$ cat src/rtl/freg_file_mp.sv
// freg_file_mp: floating-point register file with two registered read ports,
// one write port and a per-entry busy scoreboard, zeroed by a clear sequence
// after every reset.
//
// Ports:
//   clock, reset            - single clock, synchronous active-high reset
//   ready                   - high once the clear sequence has finished
//   regWrite/regDest/writeData - write port (also releases the busy bit)
//   readReg1/readReg2       - read addresses
//   readData1/readData2     - registered read data (one-cycle latency)
//   markBusy/markReg        - sets the busy bit of an entry
//   busy1/busy2             - combinational busy flags for readReg1/readReg2
//
// Optional feature macro: FREG_BYPASS_EN forwards a same-edge write to a
// matching read port; without it the read returns the pre-write value.
module freg_file_mp #(
    parameter int WIDTH    = 32,
    parameter int DEPTH    = 32,
    parameter int AW       = 5,
    parameter int ZERO_REG = 1
) (
    input  logic             clock,
    input  logic             reset,
    output logic             ready,
    input  logic             regWrite,
    input  logic [AW-1:0]    regDest,
    input  logic [WIDTH-1:0] writeData,
    input  logic [AW-1:0]    readReg1,
    input  logic [AW-1:0]    readReg2,
    output logic [WIDTH-1:0] readData1,
    output logic [WIDTH-1:0] readData2,
    input  logic             markBusy,
    input  logic [AW-1:0]    markReg,
    output logic             busy1,
    output logic             busy2
);
    localparam logic [0:0] CLEAR = 1'b0;
    localparam logic [0:0] READY = 1'b1;

    logic [0:0]       state;
    logic [AW-1:0]    clrIdx;
    logic [WIDTH-1:0] regs [DEPTH];
    logic [DEPTH-1:0] busyBits;
    logic [DEPTH-1:0] nextBusy;
    logic             wrEn;
    logic             mkEn;
    logic [WIDTH-1:0] rd1;
    logic [WIDTH-1:0] rd2;

    assign ready = state == READY;
    assign busy1 = busyBits[readReg1];
    assign busy2 = busyBits[readReg2];

    always_comb begin
        wrEn = ready && regWrite && !(ZERO_REG != 0 && regDest == '0);
        mkEn = ready && markBusy && !(ZERO_REG != 0 && markReg == '0);
        rd1 = (ZERO_REG != 0 && readReg1 == '0) ? '0 : regs[readReg1];
        rd2 = (ZERO_REG != 0 && readReg2 == '0) ? '0 : regs[readReg2];
`ifdef FREG_BYPASS_EN
        rd1 = (wrEn && regDest == readReg1) ? writeData : rd1;
        rd2 = (wrEn && regDest == readReg2) ? writeData : rd2;
`endif
        // Mark is applied after the write release so a same-cycle mark wins.
        nextBusy = busyBits;
        if (wrEn) nextBusy[regDest] = 1'b0;
        if (mkEn) nextBusy[markReg] = 1'b1;
    end

    always_ff @(posedge clock) begin
        if (reset) begin
            state     <= CLEAR;
            clrIdx    <= '0;
            busyBits  <= '0;
            readData1 <= '0;
            readData2 <= '0;
        end else if (state == CLEAR) begin
            clrIdx    <= clrIdx + AW'(1);
            state     <= (clrIdx == AW'(DEPTH - 1)) ? READY : CLEAR;
            readData1 <= '0;
            readData2 <= '0;
        end else begin
            readData1 <= rd1;
            readData2 <= rd2;
            busyBits  <= nextBusy;
        end
    end

    // Storage has no reset of its own; the clear sequence zeroes it one entry per cycle.
    always_ff @(posedge clock) begin
        if (!reset && (state == CLEAR || wrEn))
            regs[(state == CLEAR) ? clrIdx : regDest] <= (state == CLEAR) ? '0 : writeData;
    end
endmodule

$ cat config.mk
export PLATFORM = sky130hd
export DESIGN_NAME = freg_file_mp
export DESIGN_NICKNAME = d
export VERILOG_FILES = /design/src/rtl/freg_file_mp.sv
export SDC_FILE = /design/constraint.sdc
export NUM_CORES = 1
export LEC_CHECK = 0
export CAP_MARGIN = 20
export CORE_MARGIN = 2
export CORE_UTILIZATION = 40
export CTS_CLUSTER_SIZE = 20
export DETAILED_ROUTE_END_ITERATION = 10
export HOLD_SLACK_MARGIN = 0.03
export PLACE_DENSITY_LB_ADDON = 0.3
export SLEW_MARGIN = 20
export SYNTH_ARGS = -nofsm -noshare
export SYNTH_HDL_FRONTEND = slang
export SYNTH_SLANG_ARGS = --single-unit
$ cat constraint.sdc
create_clock -name clock -period 7.95 [get_ports clock]
set_clock_uncertainty 0.05 [all_clocks]
set_input_delay 1.59 -clock clock [delete_from_list [all_inputs] [get_ports clock]]
set_output_delay 1.59 -clock clock [all_outputs]
set_load 0.1 [all_outputs]
# == After elaboration in Yosys (flattened, before gate mapping) ==
# Memory sizes are Yosys's and may differ from the RTL's. A register that Yosys moved wholly into a read port is not among the register bits.
# Cells that the tools add are included.
# op_classes
addsub,1
mul,0
n_div,0
order_cmp,6
eq_ne,1
shift,0
n_mux,16
n_bitwise,4
reduce_logical,17
# op_table
operator,count
$mux W32,3
$and A32 B32 Y32,1
$not A32 Y32,1
$or A32 B32 Y32,1
$lt A5 B6 Y1 const B,4
$logic_not A5 Y1,4
$bmux W1 S5,2
$demux W1 S5,2
$ge A5 B1 Y1 const B,2
$mux W1,8
$logic_and A1 B1 Y1,7
$reduce_or A3 Y1,2
$add A5 B1 Y5 const B,1
$eq A5 B5 Y1 const B,1
$mux W5,1
$logic_not A1 Y1,3
$logic_or A1 B1 Y1,1
$not A1 Y1,1
# totals
regBits,38
latch_bits,0
ramBits,1024
rom_bits,0
in_bits,56
output_inout_bits,67
elab_cells,49
memories,1
# mem_list
memory,words,width,rd,rd_clocked_by_memory_dff,wr,line_no,rtl
regs,32,32,2,2,1,42,logic [WIDTH-1:0] regs [DEPTH];

# == Logic depth before layout (Yosys ltp) ==
# Gate-level depths: netlist of run 1.
# logic_depth
word_depth,9
mapped_depth,8

# == Least setup slack after synthesis of run 1 ==
# OpenSTA, ideal clock, no wires.
# synth_timing
path_kind,in2out
start,in readReg2[1]
end,out busy2
arrival_time_ns,4.252
setup_slack_ns,2.058
path_stages,7
n_path_buf,3
cell_sequence,buf_2 -> or3_1 -> clkbuf_1 -> clkbuf_1 -> o221ai_1 -> a221oi_1 -> a21oi_1
# synth_via
elab_chain_len,2
# synth_lines
item,line_no,rtl
from (decl),29,"input logic [AW-1:0] readReg2,"
$bmux W1 S5,52,assign busy2 = busyBits[readReg2];
$mux W1 (not written as such),52,
to (decl),35,output logic busy2
# No other way between the ends. The select of a mux whose other input is x is not followed.

# == Final worst setup path of run 1 ==
# layout_timing
start,in readReg1[0]
end,out busy1
# layout_via
elab_chain_len,2
# layout_lines
item,line_no,rtl
from (decl),28,"input logic [AW-1:0] readReg1,"
$bmux W1 S5,51,assign busy1 = busyBits[readReg1];
$mux W1 (not written as such),51,
to (decl),34,"output logic busy1,"
# No other way between the ends. The select of a mux whose other input is x is not followed.

==> run metrics, run 1 <==
VDD IR max roughly 170 µV; Total Power 12.7 mW; syn_nets ~3300; RSZ-0062 raised after global routing no; Initial Utilization 0.403; vias approximately 33000; Total Nets Final about 3300; number of port buffers 122; CP startpoint readReg1[0]; Layout area overhead 13.6%; critical path, cell by cell buf_6 > mux4_2 > mux4_2 > mux2_2 > clkdlybuf4s50_1; Worst-Skew Late Latency 710 ps; Avg Inst Size Synth about 16 µm²; Slew headroom 0.216; TritonCTS clock tree built; post-synthesis sequential area ratio 0.637; Worst Tran Pin Value 1170 ps; initial antenna violation count 4; WL per Instance 33.5 µm; reg2reg start ready$_SDFF_PP0_; Vert. Die Dim approximately 360 µm; Largest delay share family, worst path buffers and inverters; max frequency between 150 and 200 MHz; Post-Syn Area 51500 µm²; number of library cell types mapped by synthesis between 40 and 50; DP Wirelength a little over 90 mm; leak pwr 19.4 nW; final count of pins violating max slew 0; CP bufs+invs 2; Req. time, crit path roughly 6300 ps; CTS Buf Count approximately 110; pwr/cell area between 200 and 250 nW/µm²; Yosys reg bits 1126; multi-input gate area in the final layout between 15000 and 20000 µm²; clock tree buffer depth 3; Worst setup SP type input port; Post-CTS Setup Inserts 0; First DRT Iteration DRCs between 4000 and 5000; number of global-route vias before repair roughly 32000; proportion of layout cells with a drive suffix above 1 0.176; synthesis warning total 0; final wirelength 168 mm; launch point of the worst hold path busyBits[0]$_SDFFE_PP0P_; part of the cycle the worst path needs 0.774; Placed Area around 55000 µm²; post-route cell area 58500 µm²; crit path max fanout 43; Post-Synthesis Cells between 3000 and 4000; hold buffer count at cts 0; Hold Path Class reg -> reg; Horiz. Die Dim 363 µm; asr flop ratio synth 0; largest net degree at the start of global routing between 100 and 150; router iterations before antenna repair 6; DR vias/cell roughly 6.5; most common cell after layout, fill and taps aside edfxtp_1; Root Buffer clkbuf_16; CP endpoint kind output port; Max-Cap Viols 0; Worst path most repeated cell mux4_2; Routed Antenna Nets 0; status finished, final reports clean; most frequent cells in the layout edfxtp_1, mux2i_1, a22oi_1; FF-to-FF setup slack a little under 4000 ps; Final Hold Fails 0; Clock Sinks 1126; final setup margin around 1800 ps; H-tree depth 3; GRT overflow 0; Row Count between 100 and 150; ys flop type edfxtp_1; slowest CP cell clkdlybuf4s50_1; DRC 0; first-pass GRT wire length around 240 mm; Core Area 128000 µm²; setup TNS 0 ps; gr usage total 0.252; I/O pin count 123; # fillers between 10000 and 15000; Die ar. approximately 130000 µm²; clk slew on worst S/H paths around 60 ps; EDFF count, synth around 1000; routability cong. ~0.82; WP data arrival 4520 ps; Max stage delay on crit path around 980 ps; final setup fails 0; register area ~33000 µm²; minimum clock period around 6200 ps; Core Util, Final 0.458; critical path class in -> out; post_cts resized 0; dpl ws 1740 ps
[worst paths after layout]
kind	cells after the start	to
hold reg to reg	1	busyBits[0]$_SDFFE_PP0P_
hold / removal	1	busyBits[0]$_SDFFE_PP0P_
setup reg to reg	5	regs[22][17]$_DFFE_PP_
setup / recovery	5	busy1
[registers in the layout, indices dropped and copies added, names as in the netlist]
name,cells
clrIdx,5
regs,1024
ready,1
readData2,32
readData1,32
busyBits,32
[final cells by class]
| class | instances | share of cell area |
|---|---|---|
| flip-flops and latches | 1126 | 0.560 |
| multi-input cells | 1821 | 0.306 |
| clock buffers | 146 | 0.0535 |
| well taps | 1662 | 0.0355 |
| repair buffers | 205 | 0.0333 |
| clock inverters | 67 | 0.0116 |
| diodes | 1 | 0.0000428 |
[routing by layer]
| metal | vias to the layer above | routed length, µm | track usage |
|---|---|---|---|
| met5 | - | 12 | 0 |
| met4 | 2 | 6530 | 0.0967 |
| met3 | 360 | 15700 | 0.0443 |
| met2 | 1858 | 77800 | 0.398 |
| met1 | 17052 | 68300 | 0.348 |
| li1 | 13278 | - | - |
[synth_stat cells, types with 4 or more instances]
master / n / area (µm²)
a22oi_1: 222 / 1670
o221ai_1: 33 / 289
nor2_1: 51 / 191
mux2i_1: 666 / 6670
and3b_1: 4 / 35.0
nor3_1: 4 / 20.0
a211oi_1: 60 / 450
nand2_1: 130 / 488
nor2b_1: 11 / 68.8
mux4_2: 210 / 4730
buf_4: 36 / 270
o2111ai_1: 23 / 201
buf_2: 91 / 455
buf_1: 4 / 15.0
and2_1: 36 / 225
a21oi_1: 38 / 190
nand3_1: 105 / 526
dfxtp_1: 102 / 2040
nand4_1: 42 / 263
mux2_2: 47 / 529
a21o_1: 4 / 30.0
nand2b_1: 4 / 25.0
o21ai_0: 32 / 160
nor3b_1: 8 / 60.1
clkbuf_1: 114 / 428
a221oi_1: 33 / 289
edfxtp_1: 1024 / 30700
o22ai_1: 33 / 206
[cell families (layout without fill, tap and decap cells)]
family / count (synthesis) / after routing / share of synthesized area
buffers and inverters: 248 / 418 / 0.0233
flip-flops: 1126 / 1126 / 0.637
AND/OR/NAND/NOR: 412 / 412 / 0.0394
adder cells (fa/ha/maj): 2 / 2 / 0.000486
XOR/XNOR: 3 / 3 / 0.000510
AO/OA/AOI/OAI: 481 / 481 / 0.0681
multiplexers: 923 / 923 / 0.232
other: 0 / 1 / 0
[metrics by stage]
stage / cells / hold WS [ps]
after global placement: 4809 / 421
after floorplan: 3195 / 405
after CTS: 5023 / 436
final: 5028 / 438
after detailed placement: 4810 / 424
after global routing: 5027 / 454
[power by group]
part           leakage [nW]  internal (mW)  total (mW)  switching [mW]
clock network          1.88           3.17        5.47            2.30
logic                  7.74          0.319       0.829           0.509
registers              9.82           6.40        6.42          0.0175
Power figures use the tool's default switching activity.
==> inputs of run 2 (changes only) <==
==> constraint.sdc (replaced) <==
create_clock -name clock -period 5.95 [get_ports clock]
set_clock_uncertainty 0.05 [all_clocks]
set_input_delay 1.19 -clock clock [delete_from_list [all_inputs] [get_ports clock]]
set_output_delay 1.19 -clock clock [all_outputs]
set_load 0.1 [all_outputs]
==> run 2 against run 1 <==
Compared with the run above:
- clock power is 33% higher
- flip-flop and latch count stayed put
- design area is 0.62% higher
==> run metrics, run 2 (synthesis results as in run 1) <==
most frequent cells in the layout edfxtp_1, mux2i_1, a22oi_1; DR vias/cell 6.54; number of port buffers between 100 and 150; hold buffer count at cts 0; First DRT Iteration DRCs roughly 4400; DRC 0; vias 33133; Root Buffer clkbuf_16; Horiz. Die Dim 363 µm; Biggest register regs; Worst Tran Pin Value 1120 ps; router iterations before antenna repair 7; Clock Power Share 0.430; RSZ-0062 raised after global routing no; Core Area ~130000 µm²; Max stage delay on crit path 610 ps; Initial Utilization 0.403; Total Nets Final between 3000 and 4000; critical path depth 6; VDD IR max around 290 µV; Sw Pwr between 3 and 4 mW; most common cell after layout, fill and taps aside edfxtp_1; WHS Path Cells 2; Sw Ratio 0.225; Die ar. roughly 130000 µm²; CTS Buf Count roughly 120; Worst setup SP type input port; Final Hold Fails 0; Int Power between 10 and 15 mW; clk slew on worst S/H paths 60 ps; CP endpoint kind output port; WP data arrival between 3000 and 4000 ps; Worst-Skew Late Latency roughly 700 ps; setup TNS 0 ps; final setup fails 0; Slew headroom 0.248; final wirelength approximately 170 mm; gr usage total 0.257; Vert. Die Dim 363 µm; Largest delay share family, worst path compound AO/OA/AOI/OAI gates; Max-Cap Viols 0; Clock Sinks 1126; critical path, cell by cell buf_6 > or3b_2 > o221ai_1 > a221oi_1 > a21oi_1 > buf_12; crit path max fanout 38; Flop pwr share 0.505; leak pwr around 20 nW; minimum clock period around 4400 ps; DP Wirelength 100 mm; Post-CTS Setup Inserts 0; GRT overflow 0; CP bufs+invs 2; Hold Path Class reg -> reg; routability cong. between 0.8 and 0.9; WL per Instance roughly 34 µm; Comb power frac 0.065; TritonCTS clock tree built; max FFs per register 1024; Layout area overhead 14.3%; slowest CP cell or3b_2; proportion of layout cells with a drive suffix above 1 0.186; clock tree buffer depth 3; initial antenna violation count 3; Row Count around 130; number of global-route vias before repair about 33000; H-tree depth 3; final count of pins violating max slew 0; I/O pin count approximately 120; status finished, final reports clean; post_cts resized 0; first-pass GRT wire length ~240 mm; Req. time, crit path between 4000 and 5000 ps; Routed Antenna Nets 0; Total Power around 17 mW; pwr/cell area between 200 and 300 nW/µm²; part of the cycle the worst path needs 0.744; worst r2r path cells 5; critical path class in -> out; max frequency 226 MHz; largest net degree at the start of global routing between 100 and 150
-- run 2: cell types whose count changed in the layout (fill, tap and decap cells not counted), sizes merged --
cell,before,now
clkdlybuf4s50,113,112
clkinvlp,3,5
clkinv,43,35
buf,92,126
bufinv,12,7
clkbuf,146,166
inv,9,7
-- run 2: stage by stage --
step	setup WS (ps)	util	hold slack, ps	std cells	cell area (µm²)
after floorplan	858	-	405	3195	51500
after global placement	1540	0.431	428	4847	55100
after detailed placement	1550	0.431	433	4847	55100
after CTS	1560	0.461	441	5067	58900
after global routing	1490	0.461	464	5067	58900
final	1520	0.461	442	5068	58900
-- run 2: power by group through the flow --
stage	clock network, mW	logic, mW	registers [mW]
CTS	7.34	1.09	8.58
floorplan	0	0.723	8.74
detailed placement	0	1.09	8.75
global route	7.65	1.15	8.58
finish	7.30	1.11	8.58
global placement	0	1.08	8.75
-- run 2: final timing paths --
path | from | slack [ps] | end
min | busyBits[22]$_SDFFE_PP0P_ | 440 | busyBits[22]$_SDFFE_PP0P_
max | readReg2[1] | 1520 | busy2
min reg2reg | busyBits[22]$_SDFFE_PP0P_ | 440 | busyBits[22]$_SDFFE_PP0P_
max reg2reg | ready$_SDFF_PP0_ | 2370 | regs[13][16]$_DFFE_PP_
-- run 2: worst register-to-register path, cell delays in order (launching register included) --
cell     delay [ps]
dfxtp_2         640
buf_4           380
mux2_2          400
a211o_1         560
nor2_4          810
buf_4           400
-- run 2: area by class of cell --
type / count / area (µm²)
Antenna cell: 1 / 2.50
Clock inverter: 54 / 478
Tap cell: 1662 / 2080
Fill cell: 10846 / 68800
Sequential cell: 1126 / 32800
Timing Repair Buffer: 238 / 2300
Multi-Input combinational cell: 1821 / 17900
Clock buffer: 166 / 3320
-- run 2: metal layers --
layer  vias up  GRT usage  routed length (µm)
met2      2060      0.394               77000
met1     17393      0.366               71600
met4         2     0.0857                5660
li1      13342          -                   -
met5         -          0                  11
met3       336     0.0496               17300
